**config.mk**
```make
export PLATFORM = sky130hd
export DESIGN_NAME = fetch_seq
export DESIGN_NICKNAME = d
export VERILOG_FILES = /design/src/rtl/fetch_seq_pkg.sv /design/src/rtl/fetch_next_sel.sv /design/src/rtl/fetch_seq.sv
export SDC_FILE = /design/constraint.sdc
export NUM_CORES = 1
export LEC_CHECK = 0
export CORE_ASPECT_RATIO = 1.2
export CORE_MARGIN = 2
export CORE_UTILIZATION = 42
export CTS_BUF_LIST = sky130_fd_sc_hd__clkbuf_8 sky130_fd_sc_hd__clkbuf_16
export CTS_CLUSTER_DIAMETER = 150
export CTS_CLUSTER_SIZE = 12
export DETAILED_ROUTE_END_ITERATION = 10
export MAX_ROUTING_LAYER = met4
export PLACE_DENSITY = 0.81
export SLEW_MARGIN = 10
export SYNTH_ARGS = -nofsm -noshare
export SYNTH_HDL_FRONTEND = slang
export SYNTH_SLANG_ARGS = --single-unit
```
**constraint.sdc**
```tcl
create_clock -name clk -period 3.5 [get_ports clk]
set_clock_uncertainty 0.05 [all_clocks]
set_input_delay 0.875 -clock clk [delete_from_list [all_inputs] [get_ports clk]]
set_output_delay 0.875 -clock clk [all_outputs]
set_load 0.005 [all_outputs]
```
**src/rtl/fetch_seq_pkg.sv**
```systemverilog
// Shared cpu32 fetch definitions: state encodings, instruction width, default vectors.
package fetch_seq_pkg;
  localparam int INSTR_W = 32;

  localparam logic [1:0] FS_INIT = 2'd0;
  localparam logic [1:0] FS_REQ  = 2'd1;
  localparam logic [1:0] FS_HOLD = 2'd2;

  localparam logic [INSTR_W-1:0] RESET_VEC_DEF = 32'h0000_0000;
  localparam logic [INSTR_W-1:0] TRAP_VEC_DEF  = 32'h0000_0100;

  // Redirect/trap captured while a fetch is outstanding.
  typedef struct packed {
    logic               vld;
    logic               trap;
    logic [INSTR_W-1:0] tgt;
  } pend_t;

  function automatic logic misaligned(input logic [INSTR_W-1:0] a);
    return a[1:0] != 2'b00;
  endfunction
endpackage

```
**src/rtl/fetch_next_sel.sv**
```systemverilog
// Next-PC priority mux (trap > redirect > pending > pc+4) with target alignment check.
module fetch_next_sel
  import fetch_seq_pkg::*;
#(
  parameter logic [INSTR_W-1:0] TRAP_VEC = TRAP_VEC_DEF
) (
  input  logic [INSTR_W-1:0] pc,
  input  logic               trap,
  input  logic               redir_valid,
  input  logic [INSTR_W-1:0] redir_target,
  input  pend_t              pend,
  output logic [INSTR_W-1:0] next_pc,
  output logic               fault
);
  logic [INSTR_W-1:0] tgt;

  // A live redirect supersedes a held one; a held trap still wins over both.
  assign tgt = redir_valid ? redir_target : pend.tgt;

  always_comb begin
    next_pc = pc + 32'd4;
    fault   = 1'b0;
    if (trap || (pend.vld && pend.trap)) begin
      next_pc = TRAP_VEC;
    end else if (redir_valid || pend.vld) begin
      if (misaligned(tgt)) begin
        next_pc = TRAP_VEC;
        fault   = 1'b1;
      end else begin
        next_pc = tgt;
      end
    end
  end
endmodule

```
**src/rtl/fetch_seq.sv**
```systemverilog
// Instruction-fetch sequencer: drives the external PC register, fetches one word per PC, feeds decode.
module fetch_seq
  import fetch_seq_pkg::*;
#(
  parameter logic [INSTR_W-1:0] RESET_VEC = RESET_VEC_DEF,
  parameter logic [INSTR_W-1:0] TRAP_VEC  = TRAP_VEC_DEF
) (
  input  logic               clk,
  input  logic               rst,
  input  logic [INSTR_W-1:0] pc,
  output logic               pc_en,
  output logic [INSTR_W-1:0] pc_next,
  output logic               imem_req,
  output logic [INSTR_W-1:0] imem_addr,
  input  logic               imem_ack,
  input  logic [INSTR_W-1:0] imem_rdata,
  output logic [INSTR_W-1:0] ir,
  output logic               ir_valid,
  input  logic               ir_ready,
  input  logic               redir_valid,
  input  logic [INSTR_W-1:0] redir_target,
  input  logic               trap,
  output logic               fault
);
  logic [1:0]         state, state_nxt;
  pend_t              pend, pend_nxt;
  logic [INSTR_W-1:0] sel_pc;
  logic               sel_fault;
  logic               redir_now, has_redir, take_word;
  logic               pc_en_raw, req_raw, fault_raw;

  fetch_next_sel #(.TRAP_VEC(TRAP_VEC)) u_sel (
    .pc           (pc),
    .trap         (trap),
    .redir_valid  (redir_valid),
    .redir_target (redir_target),
    .pend         (pend),
    .next_pc      (sel_pc),
    .fault        (sel_fault)
  );

  assign redir_now = trap | redir_valid;
  assign has_redir = pend.vld | redir_now;
  assign take_word = (state == FS_REQ) && imem_ack && !has_redir;
  assign imem_addr = pc;

  always_comb begin
    state_nxt = state;
    pend_nxt  = pend;
    pc_en_raw = 1'b0;
    pc_next   = sel_pc;
    fault_raw = 1'b0;
    req_raw   = 1'b0;
    case (state)
      FS_INIT: begin
        pc_en_raw = 1'b1;
        pc_next   = RESET_VEC;
        pend_nxt  = '0;
        state_nxt = FS_REQ;
      end
      FS_REQ: begin
        req_raw = 1'b1;
        if (imem_ack) begin
          if (has_redir) begin
            // Word is stale: drop it and refetch from the redirect target.
            pc_en_raw = 1'b1;
            fault_raw = sel_fault;
            pend_nxt  = '0;
          end else begin
            state_nxt = FS_HOLD;
          end
        end else if (trap) begin
          pend_nxt = '{vld: 1'b1, trap: 1'b1, tgt: TRAP_VEC};
        end else if (redir_valid && !(pend.vld && pend.trap)) begin
          pend_nxt = '{vld: 1'b1, trap: 1'b0, tgt: redir_target};
        end
      end
      FS_HOLD: begin
        if (ir_ready || redir_now) begin
          pc_en_raw = 1'b1;
          fault_raw = sel_fault;
          state_nxt = FS_REQ;
        end
      end
      default: state_nxt = FS_INIT;
    endcase
  end

  assign pc_en    = pc_en_raw & ~rst;
  assign imem_req = req_raw & ~rst;
  assign fault    = fault_raw & ~rst;

  always_ff @(posedge clk) begin
    if (rst) begin
      state    <= FS_INIT;
      pend     <= '0;
      ir       <= '0;
      ir_valid <= 1'b0;
    end else begin
      state <= state_nxt;
      pend  <= pend_nxt;
      if (take_word) begin
        ir       <= imem_rdata;
        ir_valid <= 1'b1;
      end else if (state == FS_HOLD && pc_en_raw) begin
        ir_valid <= 1'b0;
      end
    end
  end
endmodule

```
-- Word level (Yosys, flattened, before mapping)
Cells that the tools add are included.
- bits in registers: 69
- input bits: 102
- output and inout bits: 100
- logic and storage cells: 64
- add/sub/neg operators: 1
- eq/ne operators: 7
- mux-type cells: 28
- bitwise operators: 6
- reduce and logical (&&, ||, !) cells: 16
- operator list (operator ; count):
    $mux W32 ; 5
    $mux W34 ; 4
    $pmux W34 S2 ; 1
    $add A32 B3 Y32 const B ; 1
    $mux W1 ; 12
    $mux W2 ; 3
    $ne A2 B2 Y1 const B ; 3
    $pmux W2 S3 ; 1
    $reduce_and A3 Y1 ; 2
    $reduce_bool A2 Y1 ; 3
    $logic_and A1 B1 Y1 ; 5
    $ne A4 B3 Y1 const B ; 1
    $and A1 B1 Y1 ; 3
    $logic_or A1 B1 Y1 ; 3
    $ne A3 B3 Y1 const B ; 1
    $pmux W1 S3 ; 1
    $eq A2 B1 Y1 const B ; 1
    $eq A2 B2 Y1 const B ; 1
    $logic_not A1 Y1 ; 2
    $logic_not A2 Y1 ; 1
    $or A1 B1 Y1 ; 2
    $pmux W1 S2 ; 1
    $not A1 Y1 ; 1

-- Longest topological paths before layout
- depth after elaboration: 9
- gate-level depth with buffers: 9
- gate-level depth less buffers: 6

-- Modules after synthesis
A second synthesis with hierarchy kept.
- cells, all modules: 512
- area total of the unflattened synthesis: 4289.1 um^2
- by module, submodules not included (module ; times used ; cells an instance ; area an instance (um^2) ; sequential area each (um^2)):
    fetch_seq ; 1 ; 336 ; 2992.9 ; 1381.3
    fetch_next_sel ; 1 ; 176 ; 1296.2 ; 0.0

-- Worst setup path before layout
OpenSTA, ideal clock, no wires.
- path kind: input to output
- from: input port pc[2]
- to: output port pc_next[22]
- arrival time: 2208 ps
- required time: 2575 ps
- slack: 367 ps
- stages: 6
- buffers on the path: 1
- path through: ha_1 and3_1 clkbuf_1 nand3_1 or4b_1 o211ai_1
- word-level cells in the longest chain between the ends: 4
- RTL lines (item ; RTL line ; source):
    start: declaration ; fetch_seq.sv:10 ; input logic [INSTR_W-1:0] pc,
    $add A32 B3 Y32 ; fetch_next_sel.sv:21 ; next_pc = pc + 32'd4;
    $mux W32 ; fetch_next_sel.sv:25 ; end else if (redir_valid || pend.vld) begin
    $mux W32 ; fetch_next_sel.sv:23 ; if (trap || (pend.vld && pend.trap)) begin
    $mux W32 ; fetch_seq.sv:54 ; case (state)
    end: declaration ; fetch_seq.sv:12 ; output logic [INSTR_W-1:0] pc_next,
Every way passes these cells.

-- Worst setup path in the final report
- from: input port trap
- to: output port pc_next[22]
- word-level cells in the longest chain between the ends: 3
- RTL lines (item ; RTL line ; source):
    start: declaration ; fetch_seq.sv:22 ; input logic trap,
    $logic_or A1 B1 Y1 ; fetch_next_sel.sv:23 ;
    $mux W32 ; fetch_next_sel.sv:23 ;
    $mux W32 ; fetch_seq.sv:54 ;
Every way passes these cells.

==> flow_summary.yaml <==
clocking:
  cts_htree_levels: 3
  clk-insertion-delay-late_ns: 0.32
  cts-root-buf: "clkbuf_16"
  cts_sinks: 69
  clk_pin_slew_ns: 0.05
  cts_made_buffers: 9
  cts_buffer_depth: 2
  tritoncts: "yes"
  cts_hold_buffers: 0
synth:
  seq_area_frac_synth_pct: 31.0
  ys_types: 55
  synth_area_um2: 4460
  synth_area_leaders: "dfxtp_1 (31%), a21oi_1 (9.3%), nand2_1 (7.0%)"
  synth_edf_count: 0
  synth_top_area_share_pct: 31.0
  avgSynthCellArea_um2: 7.43
  synth_warnings: 0
  yosys.area.top_type: "dfxtp_1"
  synth_nets: 707
  synth.ff_latch_count: 69
  async_flop_share_pct: 0
  yosys-top-cells-count: "a21oi_1 (83), nand2_1 (83), dfxtp_1 (69), o21ai_0 (44), nand4_1 (40)"
  syn_inst: 600
  ys.flop_type: "dfxtp_1"
critical_path:
  crit_top_cell: "buf_2"
  end_kind: "output pin"
  slowest_stage: "or4_4"
  path_max_fanout: 4
  cp.required_ns: 2.57
  start_kind: "primary input"
  worst-path-stages: 7
  crit_path_cell_trace: "buf_2 -> or4_4 -> buf_6 -> nor2_2 -> or4b_4 -> o211ai_1 -> buf_2"
  path_class: "in -> out"
  cp_top_family: "simple AND/OR/NAND/NOR gates"
  rr_worst_depth: 6
  slowest_delay_ns: 0.60
  cp.arrival_ns: 2.59
  path_buf_inv: 3
global_routing:
  grt_pass1_wl_um: 26800
  grt_use_total_pct: 29.6
  grt-ovfl-total: 0
  first_global_vias: 5553
  grt_start_max_net_pins: 69
  antenna_found_initial: 0
route:
  drcViolationCount: 0
  ant_nets: 0
  drtIter0Drc: 583
  drt-wirelength-per-cell_um: 18.3
  top_layer: "met4"
  dr_wl_met3_um: 1460
  firstDrtPassIters: 5
  wl_um: 17700
  vias: 5712
  met1_length_um: 6790
  vias_per_cell: 5.89
  wl_met2_um: 8860
run_status:
  status: "complete, but fails checks"
  violations: "setup timing"
cells_and_area:
  antenna_cells: 0
  nNetsFinal: 945
  drive_gt1_share_pct: 24.0
  fin_area_um2: 7530
  area_growth_pct: 68.9
  finish.utilization_pct: 72.3
  fillCellCount: 785
sta:
  max_slew_margin_pct: 45.6
  period_minus_slack_ns: 3.51
  max_freq_ghz: 0.285
  setup_ws_ns: -0.0103
  hold_viol_final: 0
  tns_ns: -0.0159
  fin_crit_sh_pct: 100
  setup_violations: 2
  worst_slew_pin_slew_ns: 0.815
  slew_violations: 0
floorplanning:
  die_w_um: 98.0
  rows: 41
  io_pins: 202
  initial_core_util_pct: 42.8
  dieArea_um2: 11500
  coreArea_um2: 10400
  die_y_um: 117
placement:
  numPortBuffers: 201
  gp_congestion: 0.894
  dpl_cell_area_um2: 6870
  hpwl_um: 12100
min_path:
  hp-class: "reg -> reg"
  holdPathStages: 2
power:
  power_density_nw_per_um2: 305
  p_total_mw: 2.30
  leakagePower_nw: 2.88
  ir_worst_vdd_v: 0.000340
job:
  cap_violations: 0
per-stage QoR:
stage	std cells	hold slack [ns]	setup WS (ns)
after CTS	965	0.407	0.000599
final	970	0.406	-0.0103
after global routing	970	0.420	-0.0411
after global placement	931	0.391	-0.760
after floorplan	600	0.397	0.367
after detailed placement	931	0.399	-0.771
final cells by class:
type                       count  area (µm²)  share of cell area, %
clock buffer                  11         253                   3.36
clock inverter                 3        13.8                  0.183
inverter                       6        22.5                  0.299
multi-input combinational    446        2900                   38.6
sequential                    69        1380                   18.4
tap                          129         161                   2.14
timing repair buffer         306        2790                   37.1
power by group:
| part | switching [mW] | internal (mW) |
|---|---|---|
| Combinational | 0.330 | 0.333 |
| Clock | 0.310 | 0.504 |
| Sequential | 0.0126 | 0.808 |
worst register-to-register path, stage by stage, from the launching register on:
cell and delay (ns):
dfxtp_2 0.33, inv_1 0.09, ha_1 0.37, or3b_2 0.53, o22ai_4 0.62, o21ai_0 0.18, a21oi_1 0.19
cells by family after synthesis:
logic type / count (synthesis) / synth area share, %
xor gates and xnor gates: 10 / 1.97
and+or+nand+nor: 222 / 26.1
AOI/OAI and AO/OA: 189 / 25.1
adders and majority gates: 5 / 1.40
DFF: 69 / 31.0
muxes: 18 / 4.21
buffers and inverters: 87 / 10.2
placed cells by master, fill, tap and decap left out, drive strengths merged, types with 9 or more instances in the layout:
| cell type | count |
|---|---|
| a21oi | 83 |
| buf | 122 |
| clkbuf | 14 |
| clkdlybuf4s15 | 9 |
| clkdlybuf4s50 | 143 |
| dfxtp | 69 |
| dlygate4sd2 | 21 |
| mux2i | 12 |
| nand2 | 83 |
| nand3 | 16 |
| nand4 | 42 |
| nor2 | 24 |
| nor3 | 12 |
| o211ai | 18 |
| o21ai | 44 |
path summary, 6_finish.rpt:
check | from | to | slack (ns)
worst max-delay path | trap | pc_next[22] | -0.01
worst min-delay path | ir[31] | ir[31] | 0.41
worst max register to register | state[1] | pend[32] | 1.06
worst min register to register | ir[31] | ir[31] | 0.41
metal layers:
layer / global-route usage, % / vias up
li1: - / 2656
met1: 33.4 / 2678
met2: 50.5 / 325
met3: 6.53 / 53
met4: 13.3 / 0
met5: - / -
sequential cells by signal, summed over array words and instances (netlist names):
name,cells
ir_valid,1
ir,32
pend,34
state,2
timing repair:
action / in CTS / in global routing
cloned: 2 / 0
hold endpoints to repair: 0 / 0
endpoints found under the setup margin: 34 / 23
pin swaps: 23 / 18
resized for setup: 151 / 44
buffers inserted: 18 / 5
(Power assumes the default switching activity.)
